<file path="config.mk">
export PLATFORM = sky130hd
export DESIGN_NAME = demux8_buf
export DESIGN_NICKNAME = d
export VERILOG_FILES = /design/src/rtl/demux8_buf_pkg.sv /design/src/rtl/demux8_buf_slot.sv /design/src/rtl/demux8_buf.sv
export SDC_FILE = /design/constraint.sdc
export NUM_CORES = 1
export LEC_CHECK = 0
export ABC_CLOCK_PERIOD_IN_PS = 8400
export CAP_MARGIN = 20
export CORE_ASPECT_RATIO = 1.75
export CORE_MARGIN = 2
export CORE_UTILIZATION = 25
export CTS_BUF_LIST = sky130_fd_sc_hd__clkbuf_8
export CTS_CLUSTER_DIAMETER = 100
export DETAILED_ROUTE_END_ITERATION = 10
export DONT_BUFFER_PORTS = 1
export PLACE_DENSITY = 0.42
export SLEW_MARGIN = 30
export SYNTH_ARGS = -nofsm -noshare
export SYNTH_HDL_FRONTEND = slang
export SYNTH_SLANG_ARGS = --single-unit
</file>
<file path="constraint.sdc">
create_clock -name clk -period 8.4 [get_ports clk]
set_clock_uncertainty 0.15 [all_clocks]
set_input_delay 2.1 -clock clk [delete_from_list [all_inputs] [get_ports clk]]
set_output_delay 2.1 -clock clk [all_outputs]
set_load 0.1 [all_outputs]
</file>
<file path="src/rtl/demux8_buf_pkg.sv">
// Shared definitions for the buffered 1-to-8 demultiplexer and its mux8 counterpart.
// Channel count, select width, slot state encoding and one-hot / population-count helpers.
package demux8_buf_pkg;

    localparam int DEMUX_CH = 8;
    localparam int SEL_W    = 3;

    typedef enum logic {
        SLOT_EMPTY = 1'b0,
        SLOT_FULL  = 1'b1
    } slot_state_e;

    // 3-bit select to 8-bit one-hot; shared with mux8 users.
    function automatic logic [DEMUX_CH-1:0] onehot8(input logic [SEL_W-1:0] sel);
        logic [DEMUX_CH-1:0] r;
        r = '0;
        r[sel] = 1'b1;
        return r;
    endfunction

    // Number of set bits in an 8-bit vector; the 0..8 result fits in 4 bits.
    function automatic logic [3:0] popcount8(input logic [DEMUX_CH-1:0] v);
        logic [3:0] cnt;
        cnt = '0;
        for (int i = 0; i < DEMUX_CH; i++) begin
            cnt = cnt + 4'(v[i]);
        end
        return cnt;
    endfunction

endpackage

</file>
<file path="src/rtl/demux8_buf_slot.sv">
// One output channel of demux8_buf: a single-entry valid/data register.
// A write wins over a same-cycle drain, so a full slot can be refilled while it is consumed.
module demux8_slot
    import demux8_buf_pkg::*;
#(
    parameter int Width = 32
) (
    input  logic             clk,
    input  logic             reset_n,
    input  logic             wr_en,
    input  logic [Width-1:0] wr_data,
    input  logic             rd_ready,
    output logic             valid,
    output logic [Width-1:0] data
);

    slot_state_e state;

    assign valid = (state == SLOT_FULL);

    always_ff @(posedge clk) begin
        if (!reset_n) begin
            state <= SLOT_EMPTY;
            // NOTE: the data register is cleared too, so a consumer never sees stale bits after reset.
            data  <= '0;
        end else if (wr_en) begin
            // NOTE: non-blocking assignments keep every register update tied to the same clock edge.
            state <= SLOT_FULL;
            data  <= wr_data;
        end else if (valid && rd_ready) begin
            // Drained: data keeps its last value, only the valid flag drops.
            state <= SLOT_EMPTY;
        end
    end

endmodule

</file>
<file path="src/rtl/demux8_buf.sv">
// Buffered 1-to-8 demultiplexer: routes one valid/ready word per cycle into one of eight
// single-entry output registers, with no combinational path from input data to outputs.
module demux8_buf
    import demux8_buf_pkg::*;
#(
    parameter int Width = 32
) (
    input  logic                      clk,
    input  logic                      reset_n,
    input  logic                      in_valid,
    output logic                      in_ready,
    input  logic [SEL_W-1:0]          in_sel,
    input  logic [Width-1:0]          in_data,
    output logic [DEMUX_CH-1:0]       out_valid,
    input  logic [DEMUX_CH-1:0]       out_ready,
    output logic [DEMUX_CH*Width-1:0] out_data,
    output logic [3:0]                occupancy
);

    logic [DEMUX_CH-1:0] sel_onehot;
    logic [DEMUX_CH-1:0] wr_en;
    logic [DEMUX_CH-1:0] fire_out;
    logic                fire_in;
    logic                occ_inc;
    logic [3:0]          occ_dec;
    logic [3:0]          occ_next;

    // Ready depends only on the selected channel, never on in_valid.
    assign in_ready   = ~out_valid[in_sel] | out_ready[in_sel];
    assign fire_in    = in_valid & in_ready;
    assign sel_onehot = onehot8(in_sel);
    assign fire_out   = out_valid & out_ready;

    always_comb begin
        // NOTE: every always_comb output gets a default first so no path can infer a latch.
        wr_en    = '0;
        occ_inc  = 1'b0;
        occ_dec  = '0;
        occ_next = occupancy;
        if (fire_in) begin
            wr_en   = sel_onehot;
            // A refill of a draining slot leaves the count unchanged.
            occ_inc = ~fire_out[in_sel];
        end
        occ_dec  = popcount8(fire_out & ~wr_en);
        occ_next = occupancy + 4'(occ_inc) - occ_dec;
    end

    for (genvar j = 0; j < DEMUX_CH; j++) begin : g_slot
        demux8_slot #(
            .Width (Width)
        ) u_slot (
            .clk      (clk),
            .reset_n  (reset_n),
            .wr_en    (wr_en[j]),
            .wr_data  (in_data),
            .rd_ready (out_ready[j]),
            .valid    (out_valid[j]),
            .data     (out_data[j*Width +: Width])
        );
    end

    always_ff @(posedge clk) begin
        if (!reset_n) begin
            occupancy <= '0;
        end else begin
            occupancy <= occ_next;
        end
    end

endmodule

</file>
After elaboration in Yosys (flattened, before gate mapping)
Index checks and enable logic that the tools add are counted.
{ "op_classes": {"muxes": 26, "reduce_logical": 17, "bitwise_logic": 7, "addsub": 9, "magnitude_cmp": 2} }
{ "ops": {"columns": ["op", "count"], "rows": [
  ["$mux W1", 21],
  ["$add A4 B1 Y4", 5],
  ["$and A8 B8 Y8", 2],
  ["$reduce_bool A2 Y1", 8],
  ["$bmux W1 S3", 3],
  ["$logic_and A1 B1 Y1", 9],
  ["$mux W8", 1],
  ["$not A8 Y8", 1],
  ["$add A3 B1 Y4", 1],
  ["$lt A3 B4 Y1 const B", 1],
  ["$sub A4 B4 Y4", 1],
  ["$add A2 B1 Y3", 1],
  ["$demux W1 S3", 1],
  ["$ge A3 B1 Y1 const B", 1],
  ["$add A1 B1 Y2", 1],
  ["$not A1 Y1", 2],
  ["$and A1 B1 Y1", 1],
  ["$or A1 B1 Y1", 1]
]} }
{ "totals": {"input_bits": 46, "wordCells": 78, "regBits": 268} }

Longest topological paths before layout
{ "depth": {"ltp_word": 16, "mapped_depth": 19, "depth_no_buf": 16} }

Modules after synthesis
A second synthesis with hierarchy kept.
{ "hier_totals": {"hier_cells": 925, "hier_area_um2": 10958.0} }
{ "by_module_without_submodules": {"columns": ["module", "instances", "area_each_um2", "seq_area_each_um2", "cells_each"], "rows": [
  ["demux8_slot", 8, 1277.5, 660.6, 106],
  ["demux8_buf", 1, 738.2, 80.1, 77]
]} }

Worst setup path before layout
No wires, ideal clock.
{ "synth_timing": {"path_kind": "input-to-reg", "from": "in in_sel[0]", "to": "reg occupancy[3]", "cell_stages": 18, "path_buffers": 2, "path_slack_ps": 1539, "arrival_ps": 6596, "setup_ps": 115, "path_cell_list": "buf_6 mux4_2 mux2_4 a2111oi_4 buf_6 nor2_1 fa_1 inv_1 fa_1 fa_1 inv_1 fa_1 inv_1 ha_1 ha_1 xor2_1 xnor2_1 and2_1"} }
{ "synth_between": {"elab_chain_len": 16, "word_cells_on_any_way": 28} }
{ "synth_lines": {"columns": ["item", "line", "text"], "rows": [
  ["start: declaration", "demux8_buf.sv:12", "input logic [SEL_W-1:0] in_sel,"],
  ["parallel branches: the longest is 15 deep, another holds $lt A3 B4 Y1", null, null],
  ["$sub A4 B4 Y4 *", "demux8_buf.sv:46", "occ_next = occupancy + 4'(occ_inc) - occ_dec;"],
  ["end signal: assignment", "demux8_buf.sv:67", "occupancy <= occ_next;"],
  ["end: declaration", "demux8_buf.sv:17", "output logic [3:0] occupancy"]
]} }
Every way passes the cells marked *. The select of a mux whose other input is x is not followed.
A chain may end at the register's enable or synchronous reset.

Worst setup path in the final report
Same ends and word-level chain as after synthesis.

==> flow_metrics.tcl <==
set metrics [dict create \
    status "finished, final reports clean" \
    p_per_area_nw_per_um2 248 \
    clock_sinks 268 \
    post-route-period-util_pct 70.3 \
    ctsHoldBuffers 0 \
    routabilityCongestion 0.797 \
    async_flop_share_pct 0 \
    cts_buffer_depth 3 \
    core-area_um2 41000 \
    clk_latency_ns 0.56 \
    crit_fanout 7 \
    crit_required_ns 8.68 \
    io_buffers 0 \
    max_slew_margin_pct 30.2 \
    fin_crit_ns 5.90 \
    die_area_um2 43200 \
    start_util_pct 25.3 \
    cts.clk_slew.worst_paths_ns 0.07 \
    io_pins 315 \
    design_area_um2 11500 \
    finalWirelength_um 32500 \
    synth_most_common_cell "nand2_1" \
    cts_root_buffer "clkbuf_8" \
    fmax_mhz 169 \
    layout.nets 1002 \
    hold_viol_final 0 \
    cap_violations 0 \
    grt_usage_pct 14.5 \
    syn_inst 960 \
    dpl.hpwl_um 21400 \
    die_y_um 274 \
    setup_ws_ns 2.50 \
    cts_made_buffers 42 \
    wl_per_cell_um 21.4 \
    yosysWarnings 0 \
    synth_cell_types 34 \
    syn_avg_cell_area_um2 10.8 \
    ant_nets 0 \
    synthesis.nets 1019 \
    ys_seq_area_share_pct 51.7 \
    setup_viol 0 \
    cts_tree "yes" \
    worst-setup-path-type "in -> reg" \
    arrival_ns 6.19 \
    std_cell_rows 98 \
    place_area_um2 10600 \
    drive_gt1_share_pct 12.5 \
    rsz0062_at_grt "no" \
    endpoint_kind "flip-flop" \
    grt-ovfl-total 0 \
    synth-edff-count 0 \
    post_cts_resized 0 \
    leakagePower_nw 4.82 \
    avgViaCountPerCell 4.35 \
    yosys-top-cells-area "dfxtp_1, mux2i_1, nand2_1" \
    ir_drop_mv 0.110 \
    synth_area_leader_cell "dfxtp_1" \
    area_growth_pct 10.8 \
    postCtsSetupBuffers 0 \
    synth_area_um2 10400 \
    htreeDepth 2 \
    ys_top_cells_by_count "nand2_1, dfxtp_1, mux2i_1" \
    grt_antenna_before_repair 1 \
    drt-initial-drc-count 364 \
    synth-main-ff-cell "dfxtp_1" \
    grt_pass1_wl_um 46100 \
    die_width_um 158 \
    ys_seq_elements 268 \
    grt_pass1_vias 6629 \
    grt_max_degree 301 \
    hold_path.class "reg -> reg" \
    finalMaxSlewViolations 0 \
    tightest_slew_ns 1.05 \
    dp_worst_setup_slack_ns 1.94 \
    routed-via-count 6630 \
    yosys.area.top_type_share_pct 51.7 \
    dr.pass1.iters 4 \
    tns_ns 0 \
    drc_errors 0 \
    start_kind "primary input" \
]
## metrics by stage
step / power (W) / cells / util [%] / hold WS [ns]
after global routing: 0.00296 / 1524 / 28.1 / 0.575
final: 0.00285 / 1524 / 28.1 / 0.571
after CTS: 0.00290 / 1523 / 28.1 / 0.568
after detailed placement: 0.00174 / 1449 / 26.0 / 0.559
after floorplan: 0.00172 / 960 / - / 0.325
after global placement: 0.00174 / 1448 / 25.8 / 0.616
## layout make-up
type                       instances  area [um^2]
clock buffer                      54          743
clock inverter                    20          115
sequential                       268         5410
inverter                           7         26.3
antenna                            1         2.50
timing repair buffer              11         90.1
multi-input combinational        613         4420
fill                            4319        29500
tap                              550          688
## kinds of logic (layout without fill, tap and decap cells)
kind of cell             after synthesis  in the layout  synth area share [%]
AND/OR/NAND/NOR                      319            319                  12.2
AO/OA/AOI/OAI                         16             16                  2.01
adder cells (fa/ha/maj)               13             13                  2.00
XOR/XNOR                               3              3                 0.253
multiplexers                         262            262                  25.9
flip-flops                           268            268                  51.7
buffers and inverters                 79             92                  5.99
other                                  0              1                     0
## per-layer routing
metal  wire length, um  track usage (%)  share of wire, %
met2             17200             27.0                53
met3              2690             4.54               8.3
met1             11000             14.0                34
met5                 0                0                 0
met4              1660             7.92               5.1
## state kept, by name, summed over array words and instances, names as in the netlist
| signal | flops |
|---|---|
| g_slot.u_slot.valid | 8 |
| g_slot.u_slot.data | 256 |
| occupancy | 4 |
## worst max-delay path: stages
cell	delay (ns)
mux4_2	0.48
mux2i_1	0.57
o2111ai_4	0.16
and3_1	0.22
fa_1	0.36
inv_1	0.09
fa_1	0.43
fa_1	0.37
inv_1	0.08
fa_1	0.41
inv_1	0.06
ha_1	0.22
ha_1	0.21
xor2_1	0.15
xnor2_1	0.12
and2_1	0.15
## power by group
group / leakage, nW / switching (W) / internal [W]
clock: 0.492 / 0.000532 / 0.000608
combinational: 2.14 / 0.0000771 / 0.0000501
sequential: 2.19 / 0.000273 / 0.00131
total: 4.82 / 0.000883 / 0.00196
## cells in the final DEF (no fill, tap or decap), drive strengths merged
master    instances
nor2              4
dfxtp           268
or2b              1
nand3b            3
and3              1
bufinv            1
fa                6
clkinv            4
diode             1
nand2b            5
mux2i           257
xnor2             2
a2111oi           4
mux4              4
ha                7
xor2              1
clkbuf           54
o211ai            2
nand2           291
o21a              4
mux2              1
buf              11
a21boi            4
o2111ai           2
and2              6
nor2b             4
nand3             3
and2b             1
clkinvlp          1
inv              21
## path summary, 6_finish.rpt
check,start,slack [ns],to,cells after the start
setup / recovery,in_sel[0],2.50,occupancy[3]$_SDFF_PN0_,16
hold reg to reg,g_slot[1].u_slot.data[4]$_SDFFE_PN0P_,0.57,g_slot[1].u_slot.data[4]$_SDFFE_PN0P_,2
setup reg to reg,g_slot[5].u_slot.valid$_SDFFE_PN0P_,3.25,occupancy[3]$_SDFF_PN0_,16
hold / removal,g_slot[1].u_slot.data[4]$_SDFFE_PN0P_,0.57,g_slot[1].u_slot.data[4]$_SDFFE_PN0P_,2
(Power assumes the default switching activity.)
